$ cat src/rtl/vx_rop_blend_multadd.sv
// ROP blend equation: per-channel src*Fsrc (op) dst*Fdst in 8-bit unorm,
// 3-stage elastic pipeline (multiply, normalize, combine) with a sideband tag.

module vx_rop_blend_multadd_lane (
  input  logic       clk,
  input  logic [3:1] en_i,
  input  logic [2:0] mode_i,
  input  logic [7:0] src_i,
  input  logic [7:0] dst_i,
  input  logic [7:0] fsrc_i,
  input  logic [7:0] fdst_i,
  output logic [7:0] res_o
);
  // round(p/255) without a divider; exact over the full 8x8 product range
  function automatic logic [7:0] norm(input logic [15:0] p);
    logic [15:0] t, u;
    t = p + 16'd128;
    u = t + {8'd0, t[15:8]};
    return 8'(u >> 8);
  endfunction

  logic [15:0] ps_q, pd_q;
  logic [7:0]  s1_q, d1_q, ns_q, nd_q, s2_q, d2_q, res_q, res_d;
  logic [2:0]  m1_q, m2_q;
  logic [8:0]  sum, diff, rdiff;

  always_ff @(posedge clk) begin
    if (en_i[1]) begin
      ps_q <= src_i * fsrc_i;
      pd_q <= dst_i * fdst_i;
      s1_q <= src_i;
      d1_q <= dst_i;
      m1_q <= mode_i;
    end
    if (en_i[2]) begin
      ns_q <= norm(ps_q);
      nd_q <= norm(pd_q);
      s2_q <= s1_q;
      d2_q <= d1_q;
      m2_q <= m1_q;
    end
    if (en_i[3]) res_q <= res_d;
  end

  always_comb begin
    sum   = {1'b0, ns_q} + {1'b0, nd_q};
    diff  = {1'b0, ns_q} - {1'b0, nd_q};
    rdiff = {1'b0, nd_q} - {1'b0, ns_q};
    res_d = sum[8] ? 8'hFF : sum[7:0];
    case (m2_q)
      3'd1:    res_d = diff[8]  ? 8'h00 : diff[7:0];
      3'd2:    res_d = rdiff[8] ? 8'h00 : rdiff[7:0];
      3'd3:    res_d = (s2_q < d2_q) ? s2_q : d2_q;
      3'd4:    res_d = (s2_q > d2_q) ? s2_q : d2_q;
      default: ;
    endcase
  end

  assign res_o = res_q;
endmodule

module vx_rop_blend_multadd #(
  parameter int TAG_WIDTH = 1
) (
  input  logic                 clk,
  input  logic                 reset,
  input  logic                 valid_in,
  output logic                 ready_in,
  input  logic [2:0]           mode_rgb,
  input  logic [2:0]           mode_a,
  input  logic [31:0]          src_color,
  input  logic [31:0]          dst_color,
  input  logic [31:0]          factor_src,
  input  logic [31:0]          factor_dst,
  input  logic [TAG_WIDTH-1:0] tag_in,
  output logic                 valid_out,
  input  logic                 ready_out,
  output logic [31:0]          color_out,
  output logic [TAG_WIDTH-1:0] tag_out
);
  localparam int NUM_LANES = 4;
  localparam int VEC_W     = 8;

  logic [3:1]                         vld_q, vld_d, ld, en;
  logic [3:1][TAG_WIDTH-1:0]          tag_q;
  logic [NUM_LANES-1:0][VEC_W-1:0]    res;

  // Ready ripples back combinationally so a full pipe still streams 1/cycle
  always_comb begin
    ld[3] = !vld_q[3] || ready_out;
    ld[2] = !vld_q[2] || ld[3];
    ld[1] = !vld_q[1] || ld[2];
    en[1] = ld[1] && valid_in;
    en[2] = ld[2] && vld_q[1];
    en[3] = ld[3] && vld_q[2];
    vld_d[1] = ld[1] ? valid_in : vld_q[1];
    vld_d[2] = ld[2] ? vld_q[1] : vld_q[2];
    vld_d[3] = ld[3] ? vld_q[2] : vld_q[3];
  end

  always_ff @(posedge clk) begin
    if (reset) vld_q <= '0;
    else       vld_q <= vld_d;
  end

  always_ff @(posedge clk) begin
    if (en[1]) tag_q[1] <= tag_in;
    if (en[2]) tag_q[2] <= tag_q[1];
    if (en[3]) tag_q[3] <= tag_q[2];
  end

  for (genvar l = 0; l < NUM_LANES; l++) begin : g_lane
    vx_rop_blend_multadd_lane u_lane (
      .clk    (clk),
      .en_i   (en),
      .mode_i ((l == NUM_LANES-1) ? mode_a : mode_rgb),
      .src_i  (src_color[l*VEC_W +: VEC_W]),
      .dst_i  (dst_color[l*VEC_W +: VEC_W]),
      .fsrc_i (factor_src[l*VEC_W +: VEC_W]),
      .fdst_i (factor_dst[l*VEC_W +: VEC_W]),
      .res_o  (res[l])
    );
  end

  assign ready_in  = ld[1];
  assign valid_out = vld_q[3];
  assign color_out = vld_q[3] ? res : 32'd0;
  assign tag_out   = vld_q[3] ? tag_q[3] : '0;
endmodule

$ cat config.mk
export PLATFORM = sky130hd
export DESIGN_NAME = vx_rop_blend_multadd
export DESIGN_NICKNAME = d
export VERILOG_FILES = /design/src/rtl/vx_rop_blend_multadd.sv
export SDC_FILE = /design/constraint.sdc
export NUM_CORES = 2
export LEC_CHECK = 0
export BUFFER_PORTS_ARGS = -buffer_cell sky130_fd_sc_hd__buf_2
export CORE_MARGIN = 4
export CORE_UTILIZATION = 58
export DETAILED_ROUTE_END_ITERATION = 6
export PLACE_DENSITY = 0.84
export SLEW_MARGIN = 15
export SYNTH_ARGS = -nofsm -noshare
export SYNTH_HDL_FRONTEND = slang
export SYNTH_SLANG_ARGS = --single-unit
$ cat constraint.sdc
create_clock -name clk -period 13.45 [get_ports clk]
set_input_delay 2.0175 -clock clk [delete_from_list [all_inputs] [get_ports clk]]
set_output_delay 2.0175 -clock clk [all_outputs]
set_load 0.05 [all_outputs]
==> results.rst <==
.. list-table::
   :header-rows: 1

   * - Metric
     - Value
   * - Run status
     - finished clean
   * - Wire length of the first global-routing pass
     - roughly 140 mm
   * - Antenna Nets Post-Route
     - 0
   * - Total number of H-tree levels
     - 2
   * - Post-placement cell area
     - 0.03922 sq mm
   * - Number of storage elements in the synthesis netlist
     - 370
   * - Commonest cells in the synthesized netlist
     - inv_1 (583), ha_1 (480), and2_1 (456)
   * - Period utilization
     - a little over two fifths
   * - Die height
     - 261.9 um
   * - Die Area
     - 0.06858 sq mm
   * - Clk_lat worst skew
     - 590 ps
   * - CTS Sinks
     - 370
   * - Global placer's final weighted congestion
     - 0.9111
   * - Buffers added on ports
     - approximately 170
   * - Clock skew
     - around 36 ps
   * - Minimum period implied by the final worst setup slack
     - 5890 ps
   * - Leakage
     - 18.69 nW
   * - Class of the most critical hold timing path
     - reg2reg
   * - Arrival time reported for the critical path endpoint
     - 6220 ps
   * - Number of max-capacitance violations reported
     - 0
   * - Clock-pin transition on the worst setup and hold timing paths
     - ~60 ps
   * - Share of the synthesized area in the top cell type
     - 29.48%
   * - Count of flip-flops with a built-in enable after synthesis
     - 367
   * - Total power per unit cell area
     - 169.7 mW/mm^2
   * - Highest net fanout along the worst path
     - 9
   * - Normalized max-slew margin
     - 24.04%
   * - Area of the mapped netlist
     - 0.03738 sq mm
   * - CTS root buffer
     - clkbuf_16
   * - Number of diodes added for antenna fixing
     - 0
   * - Number of rows in the core area
     - 92
   * - Cell type with the highest aggregate area in the netlist
     - edfxtp_1
   * - DP Wirelength
     - 63.85 mm
   * - Slew at the pin with the worst max-slew slack
     - 1135 ps
   * - Number of hold-slack violations in the final timing report
     - 0
   * - Post-layout instance area
     - 0.04070 sq mm
   * - Die Width
     - 261.9 um
   * - Clock Path Buffers
     - 3
   * - CTS Hold Bufs
     - 0
   * - Flop2flop setup slack
     - a little over 10000 ps
   * - Final count of pins violating max slew
     - 0
   * - CORE AREA
     - about 0.063 sq mm
   * - Synthesis warning total
     - 0
   * - Post-synthesis cell type count
     - 94
   * - Vias in the first global route
     - 26910
   * - Setup TNS Final
     - 0 ps
   * - Min Hold Slack
     - 416.8 ps
   * - Synth top area cells
     - edfxtp_1 (29%), fa_1 (16%), ha_1 (16%)
   * - Sequential cell area
     - 0.01108 sq mm
   * - Syn nets
     - 4549
   * - Average routed wire per standard cell
     - 17.47 um
   * - Area of combinational cells with multiple inputs
     - between 0.02 and 0.025 sq mm
   * - Number of top-level pins
     - 174
   * - Most frequently used cell type in the post-synthesis netlist
     - inv_1
   * - Residual DRC count
     - 0
   * - Highest clock frequency the design can meet
     - 169.8 MHz
   * - Initial detailed-routing violation count
     - 1905
   * - Setup Buffers After CTS
     - 0
   * - Antenna violations before repair
     - 0
   * - Worst IR Drop VDD
     - 0.0001114 V
   * - Maximum number of pins on one net before global-route repair
     - 154
   * - Cell count after synthesis
     - about 3600
   * - Fraction of synthesis flops using an asynchronous set or reset pin
     - 0%
   * - Layout overhead on the synthesized area
     - 8.877%
   * - Filler Cells Inserted
     - 4847
   * - Grt total ovfl
     - 0
   * - Clock tree from TritonCTS
     - yes
   * - Critical path type
     - in2reg
   * - Fraction of the yosys area taken by sequential cells
     - between 20 and 30%
   * - Unrepaired setup endpoints after global routing
     - false
   * - Via count normalized by instance count
     - between 5 and 6
   * - Initial DRT Pass Iterations
     - 5
   * - Synthesized area per cell
     - a little over 10 sq um
   * - Setup crit end kind
     - flip-flop
   * - Number of nets in the final layout
     - 4735
   * - Worst EP required
     - 13780 ps
   * - Commonest register cell after synthesis
     - edfxtp_1
   * - Share of final-layout standard cells stronger than drive strength 1
     - 8.338%
   * - Count of vias placed by the detailed router
     - between 20000 and 30000
   * - CTS resizes
     - 0
   * - Clock buffer count from CTS
     - 43
   * - Final routed wirelength across all metal layers
     - 82.04 mm
   * - GR Util All Layers
     - between 20 and 25%
   * - Initial core utilization
     - 58.94%
   * - # setup viols final
     - 0
   * - Setup crit start kind
     - input port
## cell families (layout without fill, tap and decap cells)
logic type,Yosys count,in the layout,share of synthesized area (%)
AND/OR/NAND/NOR,1031,1031,14.93
adder cells (fa/ha/maj),780,780,32.13
buffers and inverters,625,845,6.370
AO/OA/AOI/OAI,559,559,10.47
flip-flops,370,370,29.64
XOR/XNOR,213,213,5.031
multiplexers,52,52,1.429
## cell type report
type,instances,area share (%)
inverter,584,5.386
timing repair buffer,182,2.324
sequential,370,27.23
clock inverter,31,0.8639
clock buffer,48,2.742
multi-input combinational,2635,58.85
tap,846,2.601
## metal layers
layer / track usage [%] / wire, um / vias up
li1: - / - / 12720
met1: 33.89 / 36070 / 12770
met2: 39.58 / 37780 / 887
met3: 4.105 / 5785 / 145
met4: 7.326 / 2404 / 0
met5: 0 / 0 / -
## per-stage QoR
step | std cells | setup WS (ps) | total power, mW | util (%)
floorplan | 3630 | 575.2 | 4.784 | -
global placement | 4616 | 7077 | 5.481 | 61.84
detailed placement | 4616 | 6965 | 5.628 | 61.84
CTS | 4695 | 7576 | 6.920 | 64.15
global route | 4696 | 7234 | 7.498 | 64.17
finish | 4696 | 7560 | 6.905 | 64.17
## final timing paths
check,depth (start not counted),startpoint,endpoint
hold reg to reg,0,g_lane[1].u_lane.d1_q[6]$_DFFE_PP_,g_lane[1].u_lane.d2_q[6]$_DFFE_PP_
setup / recovery,18,src_color[29],g_lane[3].u_lane.ps_q[15]$_DFFE_PP_
hold / removal,0,g_lane[1].u_lane.d1_q[6]$_DFFE_PP_,g_lane[1].u_lane.d2_q[6]$_DFFE_PP_
setup reg to reg,10,g_lane[0].u_lane.ns_q[0]$_DFFE_PP_,g_lane[0].u_lane.res_o[6]$_DFFE_PP_
## registers in the layout (all words and copies together), names as in the netlist
name and count:
g_lane.u_lane.ps_q 64, g_lane.u_lane.s1_q 32, g_lane.u_lane.pd_q 64, g_lane.u_lane.res_o 32, tag_q 3, g_lane.u_lane.d2_q 32, g_lane.u_lane.m1_q 6, g_lane.u_lane.d1_q 32
g_lane.u_lane.s2_q 32, g_lane.u_lane.ns_q 32, g_lane.u_lane.m2_q 6, vld_q 3, g_lane.u_lane.nd_q 32
## report_power, final
part           internal, mW  switching [mW]
sequential             1.72           0.217
combinational          1.61            2.15
clock                 0.721           0.492
total                  4.05            2.85
## placed cells by master (no fill, tap or decap), drive strengths merged, types with 28 or more instances in the layout
master	count
nor3	28
o21a	46
a21oi	167
xor2	58
xnor2	155
clkbuf	48
nand3	55
buf	182
mux2i	41
ha	480
fa	300
edfxtp	367
o21ai	77
nor2	127
and3	32
inv	589
nand2	213
and2	456
## worst max-delay path, cell delays in order
cell	delay, ps
buf_2	150
and2_1	180
fa_1	550
inv_1	60
fa_1	530
inv_1	50
fa_1	480
inv_1	60
fa_1	480
inv_1	50
ha_1	320
o21a_1	130
o31a_1	120
o211ai_1	210
a21oi_1	110
a2111oi_2	430
a21oi_1	150
xnor2_1	160
(Power assumes the default switching activity.)
